`src/rtl/alu_rs_pkg.sv`:
```
// rtl/alu_rs_pkg.sv - shared widths, tag encoding and ALU opcodes for the ALU reservation station
package alu_rs_pkg;

    localparam int DATA_WIDTH      = 32;
    localparam int ROB_ENTRY_WIDTH = 4;
    localparam int REG_LOCK_WIDTH  = ROB_ENTRY_WIDTH + 1;
    localparam int ALU_OP_WIDTH    = 5;

    // Top tag bit set means "no pending producer"; ROB tags occupy the low half.
    localparam logic [REG_LOCK_WIDTH-1:0] REG_NO_LOCK = {1'b1, {ROB_ENTRY_WIDTH{1'b0}}};

    typedef enum logic [ALU_OP_WIDTH-1:0] {
        ALU_ADD  = 5'd0,
        ALU_SUB  = 5'd1,
        ALU_AND  = 5'd2,
        ALU_OR   = 5'd3,
        ALU_XOR  = 5'd4,
        ALU_SLL  = 5'd5,
        ALU_SRL  = 5'd6,
        ALU_SRA  = 5'd7,
        ALU_SLT  = 5'd8,
        ALU_SLTU = 5'd9
    } alu_op_e;

    function automatic logic cdb_hit(input logic [REG_LOCK_WIDTH-1:0] q,
                                     input logic [REG_LOCK_WIDTH-1:0] cdb);
        return (cdb != REG_NO_LOCK) && (q == cdb);
    endfunction

endpackage

```
`src/rtl/alu_rs_select.sv`:
```
// rtl/alu_rs_select.sv - picks the ready entry with the smallest age as a one-hot grant
module rs_select #(
    parameter int ENTRIES = 4,
    parameter int AGE_W   = 2
) (
    input  logic [ENTRIES-1:0]       ready_i,
    input  logic [ENTRIES*AGE_W-1:0] ages_i,
    output logic [ENTRIES-1:0]       grant_o,
    output logic                     any_o
);

    logic             found;
    logic [AGE_W-1:0] best_age;

    always_comb begin
        grant_o  = '0;
        found    = 1'b0;
        best_age = '0;
        for (int i = 0; i < ENTRIES; i++) begin
            if (ready_i[i] && (!found || (ages_i[i*AGE_W +: AGE_W] < best_age))) begin
                grant_o    = '0;
                grant_o[i] = 1'b1;
                best_age   = ages_i[i*AGE_W +: AGE_W];
                found      = 1'b1;
            end
        end
    end

    assign any_o = found;

endmodule

```
`src/rtl/alu_rs.sv`:
```
// rtl/alu_rs.sv - ALU reservation station: tag capture from the CDB and oldest-ready issue
module alu_rs
    import alu_rs_pkg::*;
#(
    parameter int ENTRIES = 4,
    parameter int DATA_W  = DATA_WIDTH,
    parameter int TAG_W   = REG_LOCK_WIDTH,
    parameter int OP_W    = ALU_OP_WIDTH
) (
    input  logic              clk,
    input  logic              rst,
    input  logic              flush,
    input  logic              dec_valid,
    input  logic [OP_W-1:0]   dec_op,
    input  logic [TAG_W-1:0]  dec_tag_a,
    input  logic [TAG_W-1:0]  dec_tag_b,
    input  logic [DATA_W-1:0] dec_val_a,
    input  logic [DATA_W-1:0] dec_val_b,
    input  logic [TAG_W-1:0]  dec_dest,
    output logic              rs_full,
    input  logic [TAG_W-1:0]  cdb_index,
    input  logic [DATA_W-1:0] cdb_result,
    output logic              alu_valid,
    input  logic              alu_ready,
    output logic [OP_W-1:0]   alu_op,
    output logic [DATA_W-1:0] alu_a,
    output logic [DATA_W-1:0] alu_b,
    output logic [TAG_W-1:0]  alu_dest
);

    localparam int AGE_W = $clog2(ENTRIES);
    localparam logic [TAG_W-1:0] NO_LOCK = REG_NO_LOCK;

    logic [ENTRIES-1:0] busy_q, busy_d;
    logic [OP_W-1:0]    op_q   [ENTRIES];
    logic [OP_W-1:0]    op_d   [ENTRIES];
    logic [TAG_W-1:0]   qa_q   [ENTRIES];
    logic [TAG_W-1:0]   qa_d   [ENTRIES];
    logic [TAG_W-1:0]   qb_q   [ENTRIES];
    logic [TAG_W-1:0]   qb_d   [ENTRIES];
    logic [DATA_W-1:0]  va_q   [ENTRIES];
    logic [DATA_W-1:0]  va_d   [ENTRIES];
    logic [DATA_W-1:0]  vb_q   [ENTRIES];
    logic [DATA_W-1:0]  vb_d   [ENTRIES];
    logic [TAG_W-1:0]   dest_q [ENTRIES];
    logic [TAG_W-1:0]   dest_d [ENTRIES];
    logic [AGE_W-1:0]   age_q  [ENTRIES];
    logic [AGE_W-1:0]   age_d  [ENTRIES];

    logic              alu_valid_q, alu_valid_d;
    logic [OP_W-1:0]   alu_op_q,    alu_op_d;
    logic [DATA_W-1:0] alu_a_q,     alu_a_d;
    logic [DATA_W-1:0] alu_b_q,     alu_b_d;
    logic [TAG_W-1:0]  alu_dest_q,  alu_dest_d;

    logic [ENTRIES-1:0]       ready;
    logic [ENTRIES*AGE_W-1:0] ages_flat;
    logic [ENTRIES-1:0]       grant;
    logic                     any_ready;
    logic [AGE_W-1:0]         sel_idx;
    logic [AGE_W-1:0]         free_idx;
    logic [AGE_W:0]           busy_cnt;
    logic [AGE_W-1:0]         new_age;
    logic                     issue;
    logic                     alloc;
    logic                     hit_a;
    logic                     hit_b;

    // Readiness looks only at registered tags, so a broadcast never issues in its own cycle.
    always_comb begin
        ready     = '0;
        ages_flat = '0;
        for (int i = 0; i < ENTRIES; i++) begin
            ready[i] = busy_q[i] && (qa_q[i] == NO_LOCK) && (qb_q[i] == NO_LOCK);
            ages_flat[i*AGE_W +: AGE_W] = age_q[i];
        end
    end

    rs_select #(
        .ENTRIES (ENTRIES),
        .AGE_W   (AGE_W)
    ) u_select (
        .ready_i (ready),
        .ages_i  (ages_flat),
        .grant_o (grant),
        .any_o   (any_ready)
    );

    always_comb begin
        sel_idx  = '0;
        free_idx = '0;
        busy_cnt = '0;
        for (int i = 0; i < ENTRIES; i++) begin
            if (grant[i]) sel_idx = AGE_W'(i);
            if (busy_q[i]) busy_cnt = busy_cnt + (AGE_W+1)'(1);
        end
        for (int i = ENTRIES - 1; i >= 0; i--) begin
            if (!busy_q[i]) free_idx = AGE_W'(i);
        end
    end

    assign rs_full = &busy_q;
    assign issue   = any_ready && (!alu_valid_q || alu_ready);
    assign alloc   = dec_valid && !rs_full;
    assign new_age = AGE_W'(busy_cnt - (AGE_W+1)'(issue));
    assign hit_a   = cdb_hit(dec_tag_a, cdb_index);
    assign hit_b   = cdb_hit(dec_tag_b, cdb_index);

    always_comb begin
        busy_d      = busy_q;
        op_d        = op_q;
        qa_d        = qa_q;
        qb_d        = qb_q;
        va_d        = va_q;
        vb_d        = vb_q;
        dest_d      = dest_q;
        age_d       = age_q;
        alu_valid_d = alu_valid_q;
        alu_op_d    = alu_op_q;
        alu_a_d     = alu_a_q;
        alu_b_d     = alu_b_q;
        alu_dest_d  = alu_dest_q;

        for (int i = 0; i < ENTRIES; i++) begin
            if (busy_q[i] && cdb_hit(qa_q[i], cdb_index)) begin
                qa_d[i] = NO_LOCK;
                va_d[i] = cdb_result;
            end
            if (busy_q[i] && cdb_hit(qb_q[i], cdb_index)) begin
                qb_d[i] = NO_LOCK;
                vb_d[i] = cdb_result;
            end
        end

        if (issue) begin
            alu_valid_d     = 1'b1;
            alu_op_d        = op_q[sel_idx];
            alu_a_d         = va_q[sel_idx];
            alu_b_d         = vb_q[sel_idx];
            alu_dest_d      = dest_q[sel_idx];
            busy_d[sel_idx] = 1'b0;
            // Close the gap left by the issued entry so ages stay dense from zero.
            for (int i = 0; i < ENTRIES; i++) begin
                if (busy_q[i] && (age_q[i] > age_q[sel_idx])) begin
                    age_d[i] = age_q[i] - AGE_W'(1);
                end
            end
        end else if (alu_ready) begin
            alu_valid_d = 1'b0;
        end

        if (alloc) begin
            busy_d[free_idx] = 1'b1;
            op_d[free_idx]   = dec_op;
            qa_d[free_idx]   = hit_a ? NO_LOCK : dec_tag_a;
            va_d[free_idx]   = hit_a ? cdb_result : dec_val_a;
            qb_d[free_idx]   = hit_b ? NO_LOCK : dec_tag_b;
            vb_d[free_idx]   = hit_b ? cdb_result : dec_val_b;
            dest_d[free_idx] = dec_dest;
            age_d[free_idx]  = new_age;
        end

        if (flush) begin
            busy_d      = '0;
            alu_valid_d = 1'b0;
            for (int i = 0; i < ENTRIES; i++) age_d[i] = '0;
        end
    end

    always_ff @(posedge clk or posedge rst) begin
        if (rst) begin
            busy_q      <= '0;
            alu_valid_q <= 1'b0;
            alu_op_q    <= '0;
            alu_a_q     <= '0;
            alu_b_q     <= '0;
            alu_dest_q  <= NO_LOCK;
            for (int i = 0; i < ENTRIES; i++) begin
                op_q[i]   <= '0;
                qa_q[i]   <= NO_LOCK;
                qb_q[i]   <= NO_LOCK;
                va_q[i]   <= '0;
                vb_q[i]   <= '0;
                dest_q[i] <= NO_LOCK;
                age_q[i]  <= '0;
            end
        end else begin
            busy_q      <= busy_d;
            op_q        <= op_d;
            qa_q        <= qa_d;
            qb_q        <= qb_d;
            va_q        <= va_d;
            vb_q        <= vb_d;
            dest_q      <= dest_d;
            age_q       <= age_d;
            alu_valid_q <= alu_valid_d;
            alu_op_q    <= alu_op_d;
            alu_a_q     <= alu_a_d;
            alu_b_q     <= alu_b_d;
            alu_dest_q  <= alu_dest_d;
        end
    end

    assign alu_valid = alu_valid_q;
    assign alu_op    = alu_op_q;
    assign alu_a     = alu_a_q;
    assign alu_b     = alu_b_q;
    assign alu_dest  = alu_dest_q;

endmodule

```
`config.mk`:
```
export PLATFORM = sky130hd
export DESIGN_NAME = alu_rs
export DESIGN_NICKNAME = d
export VERILOG_FILES = /design/src/rtl/alu_rs_pkg.sv /design/src/rtl/alu_rs_select.sv /design/src/rtl/alu_rs.sv
export SDC_FILE = /design/constraint.sdc
export NUM_CORES = 1
export LEC_CHECK = 0
export ABC_AREA = 1
export CORE_AREA = 2 2 210 212
export CTS_BUF_LIST = sky130_fd_sc_hd__clkbuf_4 sky130_fd_sc_hd__clkbuf_8 sky130_fd_sc_hd__clkbuf_16
export DETAILED_ROUTE_END_ITERATION = 10
export DIE_AREA = 0 0 212 214
export GPL_ROUTABILITY_DRIVEN = 0
export PLACE_DENSITY = 0.68
export RECOVER_POWER = 50
export SLEW_MARGIN = 20
export SYNTH_ARGS = -nofsm -noshare
export SYNTH_HDL_FRONTEND = slang
export SYNTH_SLANG_ARGS = --single-unit
```
`constraint.sdc`:
```
create_clock -name clk -period 14.99 [get_ports clk]
set_input_delay 1.499 -clock clk [delete_from_list [all_inputs] [get_ports clk]]
set_output_delay 1.499 -clock clk [all_outputs]
set_load 0.01 [all_outputs]
```
== Word level (Yosys, flattened, before mapping) ==
Index checks and enable logic that the tools add are counted.

* Bits in registers: 423
* Word-level logic and storage cells: 220

* Add/subtract/negate cells: 8
* Order comparisons: 14
* Equality and inequality tests: 19
* Multiplexer cells: 91
* Bitwise operators: 5
* Reductions and logical operators: 49

{| class="wikitable"
|+ Operator list
! operator !! number
|-
| $mux 32 || 15
|-
| $bwmux 128 || 2
|-
| $mux 128 || 2
|-
| $bmux 32 s2 || 2
|-
| $bwmux 20 || 4
|-
| $mux 5 || 15
|-
| $demux 32 s2 || 1
|-
| $eq 5x5->1 || 10
|-
| $eq 5x5->1 const B || 8
|-
| $mux 20 || 2
|-
| $logic_and 1x1->1 || 38
|-
| $mux 2 || 19
|-
| $mux 4 || 6
|-
| $mux 8 || 3
|-
| $bmux 5 s2 || 2
|-
| $mux 1 || 12
|-
| $demux 5 s2 || 1
|-
| $bwmux 8 || 1
|-
| $gt 2x2->1 || 4
|-
| $sub 2x1->2 const B || 4
|-
| $ge 3x3->1 const B || 2
|-
| $lt 2x2->1 || 3
|-
| $lt 2x3->1 const B || 2
|-
| $not 2->3 || 2
|-
| 16 further kinds || 26
|}

== Logic depth before layout (Yosys ltp) ==
Gate-level depths: netlist of run 1.

* Word-level depth: 30
* Depth in mapped cells: 41
* Depth with buffers taken out: 39

== By module ==
A second synthesis of run 1 with hierarchy kept.

* Cells, all modules: 2,895
* Area total of the unflattened synthesis: 22,355.2 um^2

{| class="wikitable"
|+ By module, submodules not included
! module !! times used !! cells each !! area an instance (um^2) !! sequential area each (um^2)
|-
| alu_rs || 1 || 2,848 || 22,120.0 || 10,601.4
|-
| rs_select || 1 || 47 || 235.2 || 0.0
|}

== Worst setup path before layout of run 1 ==
OpenSTA, ideal clock, no wires.

* Path type: reg2reg
* Start: register qb_q[19] (netlist name)
* End: register age_q[5] (netlist name)
* Library setup time: 0.113 ns
* Data arrival time: 4.710 ns
* Data required time: 14.877 ns
* Path slack: 10.167 ns
* Stages on the path, launching flop included: 40
* Path buffers: 2
* Clock period less this slack: 4.823 ns
* Cell sequence: dfstp_2 nand2_1 nor4_4 nand2_1 ha_1 nand2_1 nand2_1 nand2_2 nand2_4 nor2_1 a31oi_1 ha_1 nand2_1 nand2_1 nand2_1 nand2_2 inv_1 nor2_1 (+4 left out) nand2_1 nand2_2 nand2_2 inv_2 nand2_2 inv_2 buf_6 buf_6 a211oi_2 ha_1 o21ai_0 nand3_1 nand2_1 nand3_1 nand2_1 nand3_1 nand2_1 inv_1

{| class="wikitable"
|+ RTL lines
! element !! RTL line !! RTL
|-
| start, declared || alu_rs.sv:39 || <nowiki>logic [TAG_W-1:0] qb_q [ENTRIES];</nowiki>
|-
| start signal, assigned || alu_rs.sv:191 || <nowiki>qb_q <= qb_d;</nowiki>
|-
| end signal, assigned || alu_rs.sv:195 || <nowiki>age_q <= age_d;</nowiki>
|-
| end, declared || alu_rs.sv:47 || <nowiki>logic [AGE_W-1:0] age_q [ENTRIES];</nowiki>
|}

==> flow_summary_export.csv, run 1 <==
group,metric,value,unit
outcome,status,"finished, violations left",
outcome,violations,"capacitance limit, slew limit",
global_routing,grt_pass1_wl,113,mm
synthesis,postSynth.asyncResetShare,1.00,
timing,rsz0062_at_grt,"false",
global_routing,antenna_found_initial,3,
synthesis,ys_types,43,
timing,fin_worst_skew,23.1,ps
synthesis,yosys.area.top_type,"dfrtp_1",
power_and_ir_drop,p_total,3.81,mW
synthesis,synth-seq-cells,423,
critical_path,worstPathArrival,8500,ps
timing,fmaxAchievable,121,MHz
synthesis,synth_edf_count,0,
clock_tree,cts-root-buf,"clkbuf_16",
routing,wirelength,72.5,mm
clock_tree,path_clk_slew,60,ps
routing,viasPerCell,6.25,
synthesis,synthCells,2548,
timing,hold_viol,0,
synthesis,synth_top_area_frac,0.483,
floorplan,die_x,212,um
routing,routedWlPerCell,22.3,um
clock_tree,cts_buffer_depth,3,
final_layout,drive_gt1_frac,0.0643,
synthesis,syn-num-nets,2684,
final_layout,mostFrequentLayoutCell,"o21ai_0",
power_and_ir_drop,power_density,152,nW/um^2
timing,slew_violations,724,
clock_tree,cts_buffers,47,
synthesis,ys_seq_area_frac,0.499,
timing,worst_slack,6740,ps
clock_tree,cts_tree,"yes",
critical_path,crit_path_start_kind,"primary input",
critical_path,end_kind,"async pin",
final_layout,layout.nets,2760,
routing,drc_errors,0,
flow_run,cap_violations,11,
place,dp_slack,8430,ps
power_and_ir_drop,ir_worst_vdd,0.0803,mV
routing,num_vias,20300,
place,dp_hpwl,41.3,mm
floorplan,die_area,45400,sq um
power_and_ir_drop,leakage,10.9,nW
clock_tree,htree_num_levels,2,
floorplan,fp-row-count,76,
final_layout,layout_common_cells,"o21ai_0, dfrtp_1, nor2_1",
clock_tree,ctsHoldBuffers,0,
floorplan,start_util,0.495,
place,io_buffers,201,
clock_tree,cts.sinks,423,
routing,drtIter0Drc,2611,
timing,fin_tns_setup,0,ps
synthesis,synth.area.top_cells,"dfrtp_1, o21ai_0, a21oi_1",
routing,ant_nets,0,
timing,setup_viol,0,
floorplan,pin_count,202,
global_routing,grt-ovfl-total,0,
clock_tree,cts_setup_buffers,0,
floorplan,core_area,42900,sq um
floorplan,die_y,214,um
critical_path,path_max_fanout,86,
synthesis,synthFlopType,"dfrtp_1",
timing,max_slew_margin,-2.04,
timing,tightest_slew,4570,ps
synthesis,syn_avg_cell_area,8.33,sq um
timing,min_period_over_period,0.550,
critical_path,crit_required,15240,ps
global_routing,track_usage,0.319,
final_layout,syn_to_final_growth,18.1,%
timing,min_period,8250,ps
synthesis,yosys_warnings,0,
global_routing,grt_max_degree,103,
clock_tree,ctsResizeCount,0,
clock_tree,clock_latency,590,ps
synthesis,netlist_area,21200,sq um
critical_path,crit_type,"in2async",
min_path,hp-class,"reg2reg",
final_layout,final_core_util,0.585,
global_routing,grt_pass1_vias,19900,
routing,drtPass1Iterations,8,
[path summary, 6_finish.rpt]
kind	endpoint	startpoint	slack, ps	cells after the start
setup / recovery	busy_q[2]	rst	6740	4
hold / removal	op_q[13]	op_q[13]	490	2
setup reg to reg	va_q[125]	busy_q[0]	7550	9
hold reg to reg	op_q[13]	op_q[13]	490	2
max in group clk	va_q[125]	dec_valid	6950	8
min in group asynchronous	qa_q[11]	rst	2540	2
[sequential cells by signal, summed over array words and instances, names as in the netlist]
signal / flops
age_q: 8
alu_a: 32
alu_b: 32
alu_dest: 5
alu_op: 5
alu_valid: 1
busy_q: 4
dest_q: 20
op_q: 20
qa_q: 20
qb_q: 20
va_q: 128
vb_q: 128
[per-layer routing]
layer	global-route usage	vias up	share of wire
met1	0.436	9872	0.41
met3	0.0613	177	0.099
met4	0.141	2	0.038
li1	-	9083	-
met2	0.492	1162	0.46
met5	0	-	0.00017
[worst max-delay path: stages]
cell           delay, ps
dlygate4sd3_1        550
clkinvlp_2          2190
clkbuf_1            2480
clkbuf_1            1690
[final cells by class]
cell class | instances | area [sq um]
diodes | 1 | 2.50
clock buffers | 67 | 1420
clock inverters | 18 | 269
fillers | 3854 | 17800
inverters | 196 | 742
multi-input cells | 1725 | 9080
flip-flops and latches | 423 | 10600
well taps | 585 | 732
repair buffers | 231 | 2220
[Yosys cell counts (4+ instances only)]
cell      number
a211oi_1      65
a21oi_1      270
a31oi_1        4
a41oi_1        9
a41oi_2       10
buf_2         23
buf_6          7
clkbuf_1     167
clkinv_1       4
dfrtp_1      410
dfstp_2       13
ha_1          10
inv_1        188
inv_2          4
nand2_1      203
nand2_2       16
nand3_1       80
nand4_1       11
nor2_1       325
nor3_1         7
nor4_1         7
o21ai_0      460
o221ai_1      75
o22ai_1      124
xnor2_1        9
xor2_1        19
[cell families after synthesis]
kind of cell | after synthesis | share of synthesized area
simple gates | 657 | 0.128
flops | 423 | 0.499
fa+ha+maj | 10 | 0.00589
compound gates | 1030 | 0.280
xor+xnor | 28 | 0.0116
buf+inv | 400 | 0.0756
[power breakdown]
part | internal, mW | switching (mW) | leakage (nW)
sequential | 1.48 | 0.211 | 5.30
clock | 0.780 | 0.489 | 0.855
combinational | 0.397 | 0.449 | 4.74
total | 2.66 | 1.15 | 10.9
[metrics by stage]
step | hold slack (ps) | cells | area, sq um
4_1_cts | 488 | 3244 | 25100
3_3_place_gp | 466 | 3159 | 23400
5_1_grt | 501 | 3246 | 25100
2_1_floorplan | 453 | 2548 | 21200
3_5_place_dp | 473 | 3159 | 23400
6_report | 489 | 3246 | 25100
No activity file was read; power rests on OpenSTA's default activity.
==> inputs of run 2 (changes only) <==
==> constraint.sdc (replaced) <==
create_clock -name clk -period 8.4 [get_ports clk]
set_input_delay 0.84 -clock clk [delete_from_list [all_inputs] [get_ports clk]]
set_output_delay 0.84 -clock clk [all_outputs]
set_load 0.01 [all_outputs]
==> run 2 against run 1 <==
Compared with the run above:
- the run still ends with capacitance limit, slew limit left
- power grew 74%
- setup slack lost 4800 ps
- wire length shrank 1.5%
- sequential share of layout area grew 0.12 points
- combinational power grew 78%
- register-to-register slack lost 5600 ps
- flip-flop and latch count is the same
- via count shrank 0.97%
- clock skew shrank 1.2 ps
- global-route usage shrank 0.22 points
- first-iteration DRC count shrank 20%
- critical endpoint is now age_q[1]
- largest cell class unchanged
- largest power group unchanged
- highest routed layer is now met4
==> flow_summary_export.csv, run 2 (synthesized netlist as in run 1, its figures left out) <==
group,metric,value,unit
final_layout,drive_gt1_frac,0.0658,
critical_path,end_kind,"flip-flop",
critical_path,cpPeakStageDelay,620,ps
clock_tree,cts_setup_buffers,0,
place,dp_hpwl,40.9,mm
clock_tree,cts-root-buf,"clkbuf_16",
routing,ant_nets,0,
floorplan,start_util,0.495,
timing,tightest_slew,5120,ps
timing,worst_slack,1940,ps
outcome,status,"finished, violations left",
power_and_ir_drop,leakage,10.9,nW
timing,min_period_over_period,0.769,
final_layout,syn_to_final_growth,17.8,%
power_and_ir_drop,power.switching,2.02,mW
routing,viasPerCell,6.19,
final_layout,layout.nets,2759,
place,dp_slack,2080,ps
clock_tree,htree_num_levels,2,
clock_tree,cts_buffers,47,
clock_tree,path_clk_slew,60,ps
clock_tree,clock_latency,590,ps
floorplan,die_area,45400,sq um
clock_tree,cts_buffer_depth,3,
floorplan,die_y,214,um
critical_path,path_max_fanout,46,
global_routing,grt_max_degree,186,
critical_path,rrSetupSlack,1940,ps
floorplan,die_x,212,um
timing,rsz0062_at_grt,"false",
timing,max_slew_margin,-2.41,
global_routing,grt_pass1_wl,113,mm
timing,hold_ws,487,ps
routing,drtPass1Iterations,7,
global_routing,grt_pass1_vias,20000,
floorplan,fp-row-count,76,
critical_path,crit_path_start_kind,"flip-flop",
global_routing,track_usage,0.316,
critical_path,crit_path_top_delay_cell,"buf_4",
routing,wirelength,71.3,mm
final_layout,mostFrequentLayoutCell,"o21ai_0",
final_layout,reg_top3,"va_q x128, vb_q x128",
critical_path,crit_required,8880,ps
power_and_ir_drop,comb_power_share,0.228,
routing,drtIter0Drc,2078,
timing,fmaxAchievable,155,MHz
global_routing,grt-ovfl-total,0,
clock_tree,ctsResizeCount,0,
power_and_ir_drop,p_int,4.61,mW
timing,fin_tns_setup,0,ps
critical_path,crit_type,"reg2reg",
timing,hold_viol,0,
clock_tree,ctsHoldBuffers,0,
final_layout,layout_common_cells,"o21ai_0, dfrtp_1, nor2_1",
clock_tree,cts_tree,"yes",
critical_path,cpMostUsedCell,"nand2_1",
power_and_ir_drop,p_total,6.62,mW
timing,fin_worst_skew,22.0,ps
timing,setup_viol,0,
timing,slew_violations,299,
final_layout,final_area,25000,sq um
place,postPlaceCellArea,23400,sq um
flow_run,cap_violations,4,
clock_tree,cts.sinks,423,
routing,num_vias,20100,
place,io_buffers,201,
routing,routedWlPerCell,22.0,um
floorplan,core_area,42900,sq um
power_and_ir_drop,p_seq_frac,0.455,
min_path,hp-class,"reg2reg",
power_and_ir_drop,ir_worst_vdd,0.179,mV
timing,min_period,6460,ps
power_and_ir_drop,power_density,265,nW/um^2
floorplan,pin_count,202,
outcome,violations,"capacitance limit, slew limit",
power_and_ir_drop,swShare,0.304,
power_and_ir_drop,p_clk_frac,0.318,
global_routing,antenna_found_initial,1,
routing,drc_errors,0,
critical_path,worstPathArrival,6940,ps
## run 2: changes by cell type in the layout (fill, tap and decap cells not counted), sizes merged
cell           delta
buf               +3
clkinvlp          +1
clkdlybuf4s50     +2
bufinv            -6
inv               +1
dlygate4sd3       -2
clkinv            -7
clkbuf            +7
## run 2: area by class of cell
class	count	area [sq um]
inverter	196	744
clock inverter	7	70.1
tap	585	732
multi-input combinational	1725	9090
sequential	423	10600
clock buffer	78	1520
timing repair buffer	230	2250
fill	3829	17900
antenna	1	2.50
## run 2: path summary, 6_finish.rpt
path                           from  endpoint  cells after the start
max                        qa_q[19]  age_q[1]                     38
min                         op_q[4]   op_q[4]                      2
max reg2reg                qa_q[19]  age_q[1]                     38
min reg2reg                 op_q[4]   op_q[4]                      2
max in group asynchronous       rst  vb_q[78]                      5
min in group asynchronous       rst  qa_q[12]                      3
## run 2: stage by stage
stage | util | instances
global placement | 0.546 | 3158
global route | 0.583 | 3244
detailed placement | 0.546 | 3158
floorplan | - | 2548
finish | 0.583 | 3245
CTS | 0.583 | 3243
## run 2: power by group through the flow
stage | registers (mW) | clock network [mW] | logic [mW]
after floorplan | 3.00 | 0 | 0.859
after global placement | 3.01 | 0 | 1.51
after detailed placement | 3.03 | 0 | 1.56
after CTS | 3.01 | 2.13 | 1.57
after global routing | 3.07 | 2.21 | 1.70
final | 3.01 | 2.10 | 1.51
## run 2: routing by layer
layer | up-vias | share of wire | GRT usage
met2 | 1079 | 0.46 | 0.499
met3 | 191 | 0.087 | 0.0563
li1 | 9093 | - | -
met1 | 9737 | 0.41 | 0.431
met4 | 0 | 0.040 | 0.133
met5 | - | 0 | 0
## run 2: critical path: cells and delay by family (launching register included)
kind            cells  cell delay, ps
simple gates       26            2950
fa+ha+maj           4            1120
compound gates      4             870
flops               1             530
buf+inv             4             860
==> inputs of run 3 (changes only) <==
--- a/config.mk
+++ b/config.mk
@@ -11,7 +11,7 @@
 export DETAILED_ROUTE_END_ITERATION = 10
 export DIE_AREA = 0 0 212 214
 export GPL_ROUTABILITY_DRIVEN = 0
-export PLACE_DENSITY = 0.68
+export PLACE_DENSITY = 0.71
 export RECOVER_POWER = 50
 export SLEW_MARGIN = 20
 export SYNTH_ARGS = -nofsm -noshare
==> constraint.sdc (replaced) <==
create_clock -name clk -period 5.8 [get_ports clk]
set_input_delay 0.58 -clock clk [delete_from_list [all_inputs] [get_ports clk]]
set_output_delay 0.58 -clock clk [all_outputs]
set_load 0.01 [all_outputs]
==> run 3 against run 2 <==
Compared with the run above:
- the run still ends with capacitance limit, slew limit left
- via count rose by 0.59%
- wire length rose by 0.75%
- power rose by 47%
- global-route usage rose by 0.14 points
- hold slack got worse by 2.1 ps
- sequential power rose by 46%
==> flow_summary_export.csv, run 3 (synthesized netlist as in run 1, its figures left out) <==
group,metric,value,unit
timing,worst_slack,458,ps
clock_tree,path_clk_slew,60,ps
place,io_buffers,201,
timing,slew_violations,234,
power_and_ir_drop,leakage,10.9,nW
timing,hold_ws,485,ps
final_layout,layout_common_cells,"o21ai_0, dfrtp_1, nor2_1",
floorplan,start_util,0.495,
min_path,hp-class,"reg2reg",
place,postPlaceCellArea,23500,sq um
critical_path,ff2ff_path_depth,35,
power_and_ir_drop,power_density,387,nW/um^2
critical_path,crit_path_top_delay_cell,"buf_4",
final_layout,drive_gt1_frac,0.0694,
floorplan,die_x,212,um
clock_tree,cts.sinks,423,
global_routing,grt-ovfl-total,0,
critical_path,crit_type,"reg2reg",
place,place_inst,3166,
critical_path,end_kind,"flip-flop",
global_routing,antenna_found_initial,4,
final_layout,mostFrequentLayoutCell,"o21ai_0",
critical_path,crit_path_start_kind,"flip-flop",
timing,rsz0062_at_grt,"false",
global_routing,grt_max_degree,176,
min_path,hold_end,"op_q[8]",
routing,ant_nets,0,
routing,drtPass1Iterations,6,
clock_tree,cts_buffers,45,
final_layout,reg_top3,"va_q x128, vb_q x128",
global_routing,track_usage,0.318,
routing,num_vias,20200,
timing,setup_viol,0,
clock_tree,htree_num_levels,2,
clock_tree,clock_latency,580,ps
clock_tree,cts_tree,"yes",
routing,wirelength,71.9,mm
timing,min_period,5340,ps
floorplan,die_area,45400,sq um
final_layout,final_core_util,0.585,
floorplan,core_area,42900,sq um
final_layout,layoutNonFillerInstCount,3251,
floorplan,fp-row-count,76,
clock_tree,cts_buffer_depth,3,
timing,fin_tns_setup,0,ps
floorplan,pin_count,202,
timing,min_period_over_period,0.921,
clock_tree,ctsHoldBuffers,0,
clock_tree,cts_setup_buffers,0,
final_layout,layout.nets,2764,
floorplan,die_y,214,um
critical_path,crit_required,6320,ps
critical_path,cpPeakStageDelay,840,ps
final_layout,final_area,25100,sq um
min_path,holdPathStages,2,
critical_path,cpMostUsedCell,"nand2_1",
timing,max_slew_margin,-1.62,
power_and_ir_drop,p_total,9.72,mW
outcome,violations,"capacitance limit, slew limit",
flow_run,cap_violations,2,
final_layout,n_fill_cell,3810,
timing,fin_worst_skew,16.4,ps
timing,hold_viol,0,
global_routing,grt_pass1_wl,114,mm
critical_path,rrSetupSlack,460,ps
critical_path,rr_endpoint,"age_q[1]",
routing,routedWlPerCell,22.1,um
clock_tree,cts-root-buf,"clkbuf_16",
timing,tightest_slew,3930,ps
routing,drc_errors,0,
global_routing,grt_pass1_vias,20000,
min_path,min-delay-start,"op_q[8]",
final_layout,syn_to_final_growth,18.3,%
critical_path,worstReg2RegStart,"qa_q[19]",
critical_path,path_max_fanout,74,
power_and_ir_drop,ir_worst_vdd,0.221,mV
timing,fmaxAchievable,187,MHz
routing,viasPerCell,6.22,
place,dp_hpwl,41.1,mm
clock_tree,ctsResizeCount,0,
routing,drtIter0Drc,2327,
place,dp_slack,563,ps
critical_path,worstPathArrival,5860,ps
outcome,status,"finished, violations left",
-- run 3: worst max-delay path by stage --
stage | startpoint | end | slack, ps | cells after the start
final | qa_q[19] | age_q[1] | 460 | 35
after floorplan | rst | age_q[0] | -480 | 1
after global placement | qa_q[19] | age_q[5] | 720 | 34
after global routing | qa_q[19] | age_q[3] | 60 | 35
after detailed placement | qa_q[19] | age_q[3] | 560 | 35
after CTS | qa_q[19] | age_q[3] | 540 | 35
-- run 3: critical path, delay by kind of cell (launching register included) --
kind,cells,cell delay (ps)
and+or+nand+nor,26,2470
buffers and inverters,4,1100
adders and majority gates,3,810
DFF,1,540
AOI/OAI and AO/OA,2,340
-- run 3: final cells by class --
type / count / area, sq um / area share
diodes: 2 / 5.00 / 0.000199
clock buffers: 72 / 1460 / 0.0583
clock inverters: 11 / 136 / 0.00543
inverters: 196 / 746 / 0.0297
multi-input cells: 1725 / 9100 / 0.363
flip-flops and latches: 423 / 10600 / 0.422
well taps: 585 / 732 / 0.0292
repair buffers: 237 / 2320 / 0.0923
-- run 3: metal layers --
metal	routed length (um)	GRT usage	up-vias
li1	-	-	9094
met1	28900	0.433	9791
met2	32800	0.487	1137
met3	7040	0.0658	194
met4	3110	0.147	2
met5	11	0	-
-- run 3: report_power, final --
group	leakage, nW	switching, mW	internal (mW)
Sequential	5.30	0.575	3.83
Clock	0.806	1.22	1.86
Combinational	4.74	1.16	1.07
